[src/rtl/dsp_loader_pkg.sv]
// Shared types and header field layout for the DSP memory loader.
package dsp_loader_pkg;

  typedef enum logic [1:0] {HDR, LEN, DATA, DROP} state_t;

  localparam int HDR_PROC_LSB = 24;
  localparam int HDR_PROC_W   = 8;
  localparam int HDR_MEM_LSB  = 20;
  localparam int HDR_MEM_W    = 4;

  localparam logic [HDR_MEM_W-1:0] MEM_CMD  = 4'd0;
  localparam logic [HDR_MEM_W-1:0] MEM_ENV  = 4'd1;
  localparam logic [HDR_MEM_W-1:0] MEM_FREQ = 4'd2;

endpackage

[src/rtl/dsp_wen_decode.sv]
// One-hot write-enable decode: bit proc*NMEM+mem is set when en is high.
module dsp_wen_decode
  import dsp_loader_pkg::*;
#(
  parameter int NPROC = 4,
  parameter int NMEM  = 3
) (
  input  logic [HDR_PROC_W-1:0]  proc,
  input  logic [HDR_MEM_W-1:0]   mem,
  input  logic                   en,
  output logic [NPROC*NMEM-1:0]  wen
);

  always_comb begin
    wen = '0;
    for (int p = 0; p < NPROC; p++) begin
      for (int m = 0; m < NMEM; m++) begin
        wen[p*NMEM+m] = en && (proc == HDR_PROC_W'(p)) && (mem == HDR_MEM_W'(m));
      end
    end
  end

endmodule

[src/rtl/dsp_mem_loader.sv]
// Framed stream-to-memory write router: header, length, then auto-incrementing payload.
//   state | meaning
//   HDR   | waiting for header word (proc, mem, base)
//   LEN   | waiting for length word, validates target
//   DATA  | payload words written to base+count
//   DROP  | discarding rest of a bad frame until s_last
module dsp_mem_loader
  import dsp_loader_pkg::*;
#(
  parameter int NPROC     = 4,
  parameter int NMEM      = 3,
  parameter int DATAWIDTH = 32,
  parameter int ADDRWIDTH = 16,
  parameter int LENWIDTH  = 17
) (
  input  logic                   clk,
  input  logic                   resetn,
  input  logic [DATAWIDTH-1:0]   s_data,
  input  logic                   s_valid,
  input  logic                   s_last,
  output logic                   s_ready,
  output logic [DATAWIDTH-1:0]   mem_write_data,
  output logic [ADDRWIDTH-1:0]   mem_write_addr,
  output logic [NPROC*NMEM-1:0]  mem_wen,
  output logic                   done,
  output logic                   err,
  input  logic                   err_clr,
  output logic [LENWIDTH-1:0]    words_written
);

  state_t                 state, state_n;
  logic [HDR_PROC_W-1:0]  proc_q, proc_n;
  logic [HDR_MEM_W-1:0]   mem_q, mem_n;
  logic [ADDRWIDTH-1:0]   base_q, base_n;
  logic [LENWIDTH-1:0]    len_q, len_n, len_in;
  logic [LENWIDTH-1:0]    cnt_q, cnt_n, cnt_inc;
  logic [DATAWIDTH-1:0]   wdata_n;
  logic [ADDRWIDTH-1:0]   waddr_n;
  logic [LENWIDTH-1:0]    ww_n;
  logic                   wen_en, done_n, err_set, err_n, beat, bad_target;
  logic [NPROC*NMEM-1:0]  wen_next;

  assign beat       = s_valid && s_ready;
  assign len_in     = s_data[LENWIDTH-1:0];
  assign cnt_inc    = cnt_q + 1'b1;
  assign bad_target = (32'(proc_q) >= NPROC) || (32'(mem_q) >= NMEM);

  always_comb begin
    state_n = state;
    proc_n  = proc_q;
    mem_n   = mem_q;
    base_n  = base_q;
    len_n   = len_q;
    cnt_n   = cnt_q;
    wdata_n = mem_write_data;
    waddr_n = mem_write_addr;
    ww_n    = words_written;
    wen_en  = 1'b0;
    done_n  = 1'b0;
    err_set = 1'b0;
    case (state)
      HDR: if (beat) begin
        proc_n = s_data[HDR_PROC_LSB +: HDR_PROC_W];
        mem_n  = s_data[HDR_MEM_LSB +: HDR_MEM_W];
        base_n = s_data[ADDRWIDTH-1:0];
        if (s_last) err_set = 1'b1;
        else        state_n = LEN;
      end
      LEN: if (beat) begin
        len_n = len_in;
        cnt_n = '0;
        if (bad_target) begin
          err_set = 1'b1;
          state_n = s_last ? HDR : DROP;
        end else if (len_in == '0) begin
          if (s_last) begin
            done_n  = 1'b1;
            ww_n    = '0;
            state_n = HDR;
          end else begin
            err_set = 1'b1;
            state_n = DROP;
          end
        end else if (s_last) begin
          err_set = 1'b1;
          state_n = HDR;
        end else begin
          state_n = DATA;
        end
      end
      DATA: if (beat) begin
        wen_en  = 1'b1;
        wdata_n = s_data;
        waddr_n = base_q + cnt_q[ADDRWIDTH-1:0];
        cnt_n   = cnt_inc;
        if (cnt_inc == len_q) begin
          ww_n = len_q;
          if (s_last) begin
            done_n  = 1'b1;
            state_n = HDR;
          end else begin
            err_set = 1'b1;
            state_n = DROP;
          end
        end else if (s_last) begin
          // early abort: the word is still written, frame ends without done
          err_set = 1'b1;
          ww_n    = cnt_inc;
          state_n = HDR;
        end
      end
      DROP: if (beat && s_last) state_n = HDR;
      default: state_n = HDR;
    endcase
    err_n = err_set ? 1'b1 : (err_clr ? 1'b0 : err);
  end

  dsp_wen_decode #(.NPROC(NPROC), .NMEM(NMEM)) u_wen_decode (
    .proc (proc_q),
    .mem  (mem_q),
    .en   (wen_en),
    .wen  (wen_next)
  );

  always_ff @(posedge clk or negedge resetn) begin
    if (!resetn) begin
      state          <= HDR;
      s_ready        <= 1'b0;
      proc_q         <= '0;
      mem_q          <= '0;
      base_q         <= '0;
      len_q          <= '0;
      cnt_q          <= '0;
      mem_write_data <= '0;
      mem_write_addr <= '0;
      mem_wen        <= '0;
      done           <= 1'b0;
      err            <= 1'b0;
      words_written  <= '0;
    end else begin
      state          <= state_n;
      s_ready        <= 1'b1;
      proc_q         <= proc_n;
      mem_q          <= mem_n;
      base_q         <= base_n;
      len_q          <= len_n;
      cnt_q          <= cnt_n;
      mem_write_data <= wdata_n;
      mem_write_addr <= waddr_n;
      mem_wen        <= wen_next;
      done           <= done_n;
      err            <= err_n;
      words_written  <= ww_n;
    end
  end

endmodule

[config.mk]
export PLATFORM = sky130hd
export DESIGN_NAME = dsp_mem_loader
export DESIGN_NICKNAME = d
export VERILOG_FILES = /design/src/rtl/dsp_loader_pkg.sv /design/src/rtl/dsp_wen_decode.sv /design/src/rtl/dsp_mem_loader.sv
export SDC_FILE = /design/constraint.sdc
export NUM_CORES = 1
export LEC_CHECK = 0
export BUFFER_PORTS_ARGS = -buffer_cell sky130_fd_sc_hd__buf_2
export CAP_MARGIN = 20
export CORE_MARGIN = 2
export CORE_UTILIZATION = 31
export CTS_CLUSTER_DIAMETER = 200
export CTS_CLUSTER_SIZE = 8
export DETAILED_ROUTE_END_ITERATION = 16
export GPL_ROUTABILITY_DRIVEN = 0
export PLACE_DENSITY = 0.55
export SYNTH_ARGS = -nofsm -noshare
export SYNTH_HDL_FRONTEND = slang
export SYNTH_HIERARCHICAL = 1
export SYNTH_SLANG_ARGS = --single-unit
[constraint.sdc]
create_clock -name clk -period 8.2 [get_ports clk]
set_clock_uncertainty 0.15 [all_clocks]
set_input_delay 0.41 -clock clk [delete_from_list [all_inputs] [get_ports clk]]
set_output_delay 0.41 -clock clk [all_outputs]
set_load 0.02 [all_outputs]
# Word level (Yosys, flattened, before mapping)
# Cells that the tools add are included.
# W data, S select, Z words.
# word_totals
reg_bits	144
input_bits	37
out_inout_bits	80
wordCells	108
# op_classes
addsub	2
order_cmp	2
n_eq_ne	18
muxes	42
reduce_logical	31
# op_table
op	count
$mux W17	9
$pmux W17 S2	2
$mux W2	11
$logic_and A1 B1 Y1	18
$add A17 B1 Y17 const B	1
$eq A17 B17 Y1	1
$logic_not A17 Y1	1
$mux W1	17
$add A16 B16 Y16	1
$eq A8 B2 Y1 const B	2
$ne A2 B2 Y1 const B	8
$eq A8 B1 Y1 const B	1
$ge A8 B3 Y1 const B	1
$logic_not A8 Y1	1
$pmux W2 S4	1
$reduce_and A7 Y1	1
$reduce_and A2 Y1	3
$reduce_and A6 Y1	1
$eq A2 B2 Y1 const B	2
$eq A4 B1 Y1 const B	1
$eq A4 B2 Y1 const B	1
$ge A4 B2 Y1 const B	1
$logic_not A4 Y1	1
$reduce_bool A2 Y1	2
other kinds (7)	7

# Logic depth before layout (Yosys ltp)
# logic_depth
depth_word	6
depth_mapped	14
depth_no_buf	13

# Hierarchy
# The synthesis kept the hierarchy.
# by_module_without_submodules
module	n_inst	cells_each	area_each_um2	seq_area_each_um2
dsp_mem_loader	1	678	6991.7	3603.5
dsp_wen_decode	1	23	163.9	0.0

# Least setup slack after synthesis
# OpenSTA, ideal clock, no wires.
# synth_path
path_type	register to register
start	reg cnt_q[0]
end	reg words_written[11]
setup_ns	0.096
t_arrival_ns	3.459
required_time_ns	7.954
slack_ns	4.495
stages_incl_launch_ff	14
path_buffers	1
synth_period_minus_slack_ns	3.705
cell_sequence	dfrtp_1 ha_1 nand3_2 nor3_4 nor2_1 or4_1 a2111oi_2 nand4_1 or3b_1 ha_1 o21ai_0 nand2_1 clkbuf_1 o31ai_1
# synth_via
elab_chain_cells	5
elab_cells_between_ends	8
classes_between	add/sub (1); eq/ne (2); mux (4); reduce/logical (1)
# synth_lines
item	line	source
start, declared	dsp_mem_loader.sv:36	logic [LENWIDTH-1:0] cnt_q, cnt_n, cnt_inc;
start signal, assigned	dsp_mem_loader.sv:147	cnt_q <= cnt_n;
$add A17 B1 Y17 (*)	dsp_mem_loader.sv:45	assign cnt_inc = cnt_q + 1'b1;
$eq A17 B17 Y1 or $mux W17 (tied branches)	dsp_mem_loader.sv:96, dsp_mem_loader.sv:105	
$mux W17	dsp_mem_loader.sv:96	if (cnt_inc == len_q) begin
$mux W17	dsp_mem_loader.sv:91	DATA: if (beat) begin
$pmux W17 S2	dsp_mem_loader.sv:61	case (state)
end signal, assigned	dsp_mem_loader.sv:153	words_written <= ww_n;
end, declared	dsp_mem_loader.sv:28	output logic [LENWIDTH-1:0] words_written
# Every way passes the cells marked *; elsewhere a longest branch is shown, timed or not. The select of a mux whose other input is x is not followed.
# A chain may end at the register's enable or synchronous reset.

# Final worst setup path
# Ends and elaborated chain as after synthesis.

==> impl_metrics.csv <==
group,metric,value,unit
outcome,status,"finished clean",
floorplan,start_util,31.61,%
sta,timing.final.ws_setup,3.995,ns
global_routing,grt_overflow,0,
floorplan,boundaryPins,117,
power,ir_worst_vdd,167.7,uV
sta,fin_setup_tns,0,ns
placed_design,dpl.hpwl,13420,um
detailed_routing,avgViaCountPerCell,4.963,
sta,slew_violations,0,
logic_synthesis,synth-compound-area-share,12.15,%
clock_network,post-cts-setup-buffers,0,
logic_synthesis,synth_fa_ha_area_share,4.651,%
clock_network,clock-sinks,144,
floorplan,die_h,155.9,um
global_routing,first_global_vias,5380,
sta,rsz0062_at_grt,"no",
clock_network,cts_buffer_depth,2,
sta,finalHoldViolations,0,
floorplan,fp-row-count,55,
setup_path,crit_family,"simple AND/OR/NAND/NOR gates",
sta,slew_headroom,25.44,%
setup_path,worst_setup_path_end_kind,"flip-flop",
placed_design,dpl.cell_count,1074,
power,power_density,309.6,nW/um^2
setup_path,path_max_fanout,32,
run,drv_cap,0,
floorplan,coreArea,22640,um^2
logic_synthesis,yosysWarnings,6,
setup_path,r2r_setup_slack,3.99,ns
setup_path,path_buf_inv,1,
setup_path,cpMostUsedCell,"ha_1",
sta,setup_viol_count_final,0,
placed_design,place_ws,3.580,ns
setup_path,arrival,4.37,ns
logic_synthesis,synthXorXnorAreaFrac,4.406,%
setup_path,crit_chain,"ha_1 > nand3_2 > nor3_4 > nor2_1 > or4_1 > a2111oi_2 > nand4_1 > or3b_1 > ha_1 > o21ai_0 > nand2_1 > buf_16 > o31ai_1",
clock_network,cts-buffers-inserted,17,
logic_synthesis,yosysSeqAreaShare,50.36,%
detailed_routing,vias,5504,
clock_network,htree_levels,4,
finish,nets,874,
logic_synthesis,synth-seq-cells,144,
logic_synthesis,synth_top_family_by_area,"simple AND/OR/NAND/NOR gates",
detailed_routing,first_pass_iters,4,
logic_synthesis,ys_types,70,
finish,diodes,0,
finish,synthToLayoutAreaGrowth,21.02,%
setup_path,worstSetupPathType,"flip-flop to flip-flop",
sta,clock.fmax,0.2378,GHz
detailed_routing,wl_per_cell,17.11,um
sta,tightest_slew,1.114,ns
hold_path,min_path_type,"input port to flip-flop",
logic_synthesis,synthSimpleGateAreaFrac,18.15,%
finish,drive_above_1_share,26.33,%
detailed_routing,drt_first_iter_violations,265,
finish,fin_cells,1109,
global_routing,grt_max_degree,79,
clock_network,clkSlewWorstSetupHoldPaths,0.07,ns
logic_synthesis,synth_ff_type,"dfrtp_1",
global_routing,grt_pass1_wl,30510,um
logic_synthesis,synthArstFlopShare,100.0,%
detailed_routing,postRouteAntennaNets,0,
setup_path,critical_path_required,8.36,ns
floorplan,die_area,24310,um^2
detailed_routing,drc_errors,0,
clock_network,cts_root_buffer,"clkbuf_16",
placed_design,port_buffers,116,
global_routing,grt_antenna_before_repair,0,
sta,fin_crit_sh,51.28,%
setup_path,cp-start-kind,"flip-flop",
logic_synthesis,synth_cells,701,
clock_network,post_cts_resized,0,
clock_network,insertion_delay,0.42,ns
clock_network,cts_tree,"yes",
power,p_total,2.681,mW
detailed_routing,wl,18970,um
global_routing,grt_usage,16.30,%
logic_synthesis,avgSynthCellArea,10.21,um^2
setup_path,slowest_delay,0.53,ns
clock_network,cts-hold-fix-buffers,1,
floorplan,die_w,155.9,um
logic_synthesis,synth.area.mux_share,7.239,%
power,p_leak,4.140,nW
logic_synthesis,syn_nets,764,
sta,fin_crit,4.205,ns
logic_synthesis,synth.cell_area,7156,um^2
logic_synthesis,synth_edf_count,0,
setup_path,worst_path_max_delay_cell,"dfrtp_1",
layout by cell type, fill, tap and decap left out, drive strengths merged, types with 16 or more instances in the layout:
master | Yosys | final
o31ai | 27 | 27
ha | 25 | 25
dfrtp | 144 | 144
xnor2 | 22 | 22
clkbuf | 23 | 19
nor2 | 28 | 28
nand2 | 159 | 159
buf | 9 | 122
inv | 12 | 16
o21ai | 45 | 45
mux2 | 46 | 46
nor4 | 19 | 19
per-layer routing:
metal	wire (um)	track usage, %	vias to the layer above
li1	-	-	2709
met1	9138	23.13	2655
met2	8450	24.02	128
met3	1156	4.306	12
met4	229	5.679	0
met5	0	0	-
per-stage QoR:
stage | utilization (%) | area, um^2 | hold slack, ns
detailed placement | 35.29 | 7990 | 0.3074
global route | 38.25 | 8660 | 0.009330
floorplan | - | 7156 | -0.03559
finish | 38.25 | 8660 | 0.02606
CTS | 38.01 | 8605 | 0.008579
global placement | 35.29 | 7990 | 0.3023
path summary, 6_finish.rpt:
kind	from	endpoint	cells past startpoint
max reg2reg	cnt_q[0]	words_written[11]	13
min in group asynchronous	resetn	mem_write_addr[6]	2
min reg2reg	mem_write_data[14]	mem_write_data[14]	2
max in group asynchronous	resetn	mem_q[1]	4
max	cnt_q[0]	words_written[11]	13
min	s_data[17]	mem_write_data[17]	3
state kept, by name, summed over array words and instances (netlist names):
register / cells
mem_write_addr: 16
proc_q: 8
state: 2
s_ready: 1
words_written: 17
mem_wen: 12
err: 1
done: 1
mem_q: 4
mem_write_data: 32
cnt_q: 17
len_q: 17
base_q: 16
synthesized netlist by cell type, types with 5 or more instances:
master / instances / area, um^2
xor2_1: 14 / 122.6
nand4_1: 5 / 31.28
a21oi_1: 13 / 65.06
and3_1: 6 / 37.54
ha_1: 25 / 312.8
a211oi_1: 5 / 37.54
mux2_2: 46 / 518.0
xnor2_1: 22 / 192.7
clkbuf_1: 23 / 86.33
dfrtp_1: 144 / 3603
o21ai_0: 45 / 225.2
nor3_1: 5 / 25.02
nor4_1: 19 / 118.9
o21a_1: 7 / 52.55
nor2_1: 28 / 105.1
nand2_1: 159 / 596.8
nand3_1: 12 / 60.06
o31ai_1: 27 / 202.7
inv_1: 11 / 41.29
report_power, final:
group | internal, mW | switching [mW] | leakage (nW)
combinational | 0.341 | 0.462 | 1.98
clock | 0.470 | 0.324 | 0.288
sequential | 0.924 | 0.160 | 1.87
total | 1.73 | 0.946 | 4.14
worst register-to-register path: cells and delay by family (launching register included):
family                   cells  cell delay (ns)
AO/OA/AOI/OAI                3             0.88
flip-flops                   1             0.53
buffers and inverters        1             0.22
AND/OR/NAND/NOR              7             1.83
adder cells (fa/ha/maj)      2             0.49
final cells by class:
type	instances	area (um^2)
fill	2271	13980
sequential	144	3603
multi-input combinational	512	3351
timing repair buffer	123	681.9
clock buffer	19	452.9
tap	285	356.6
clock inverter	13	151.4
inverter	13	62.56
kinds of logic after synthesis:
family | Yosys count
flops | 144
buf+inv | 45
other cells | 1
fa+ha+maj | 26
simple gates | 272
xor+xnor | 36
compound gates | 131
mux | 46
Power figures use the tool's default switching activity.
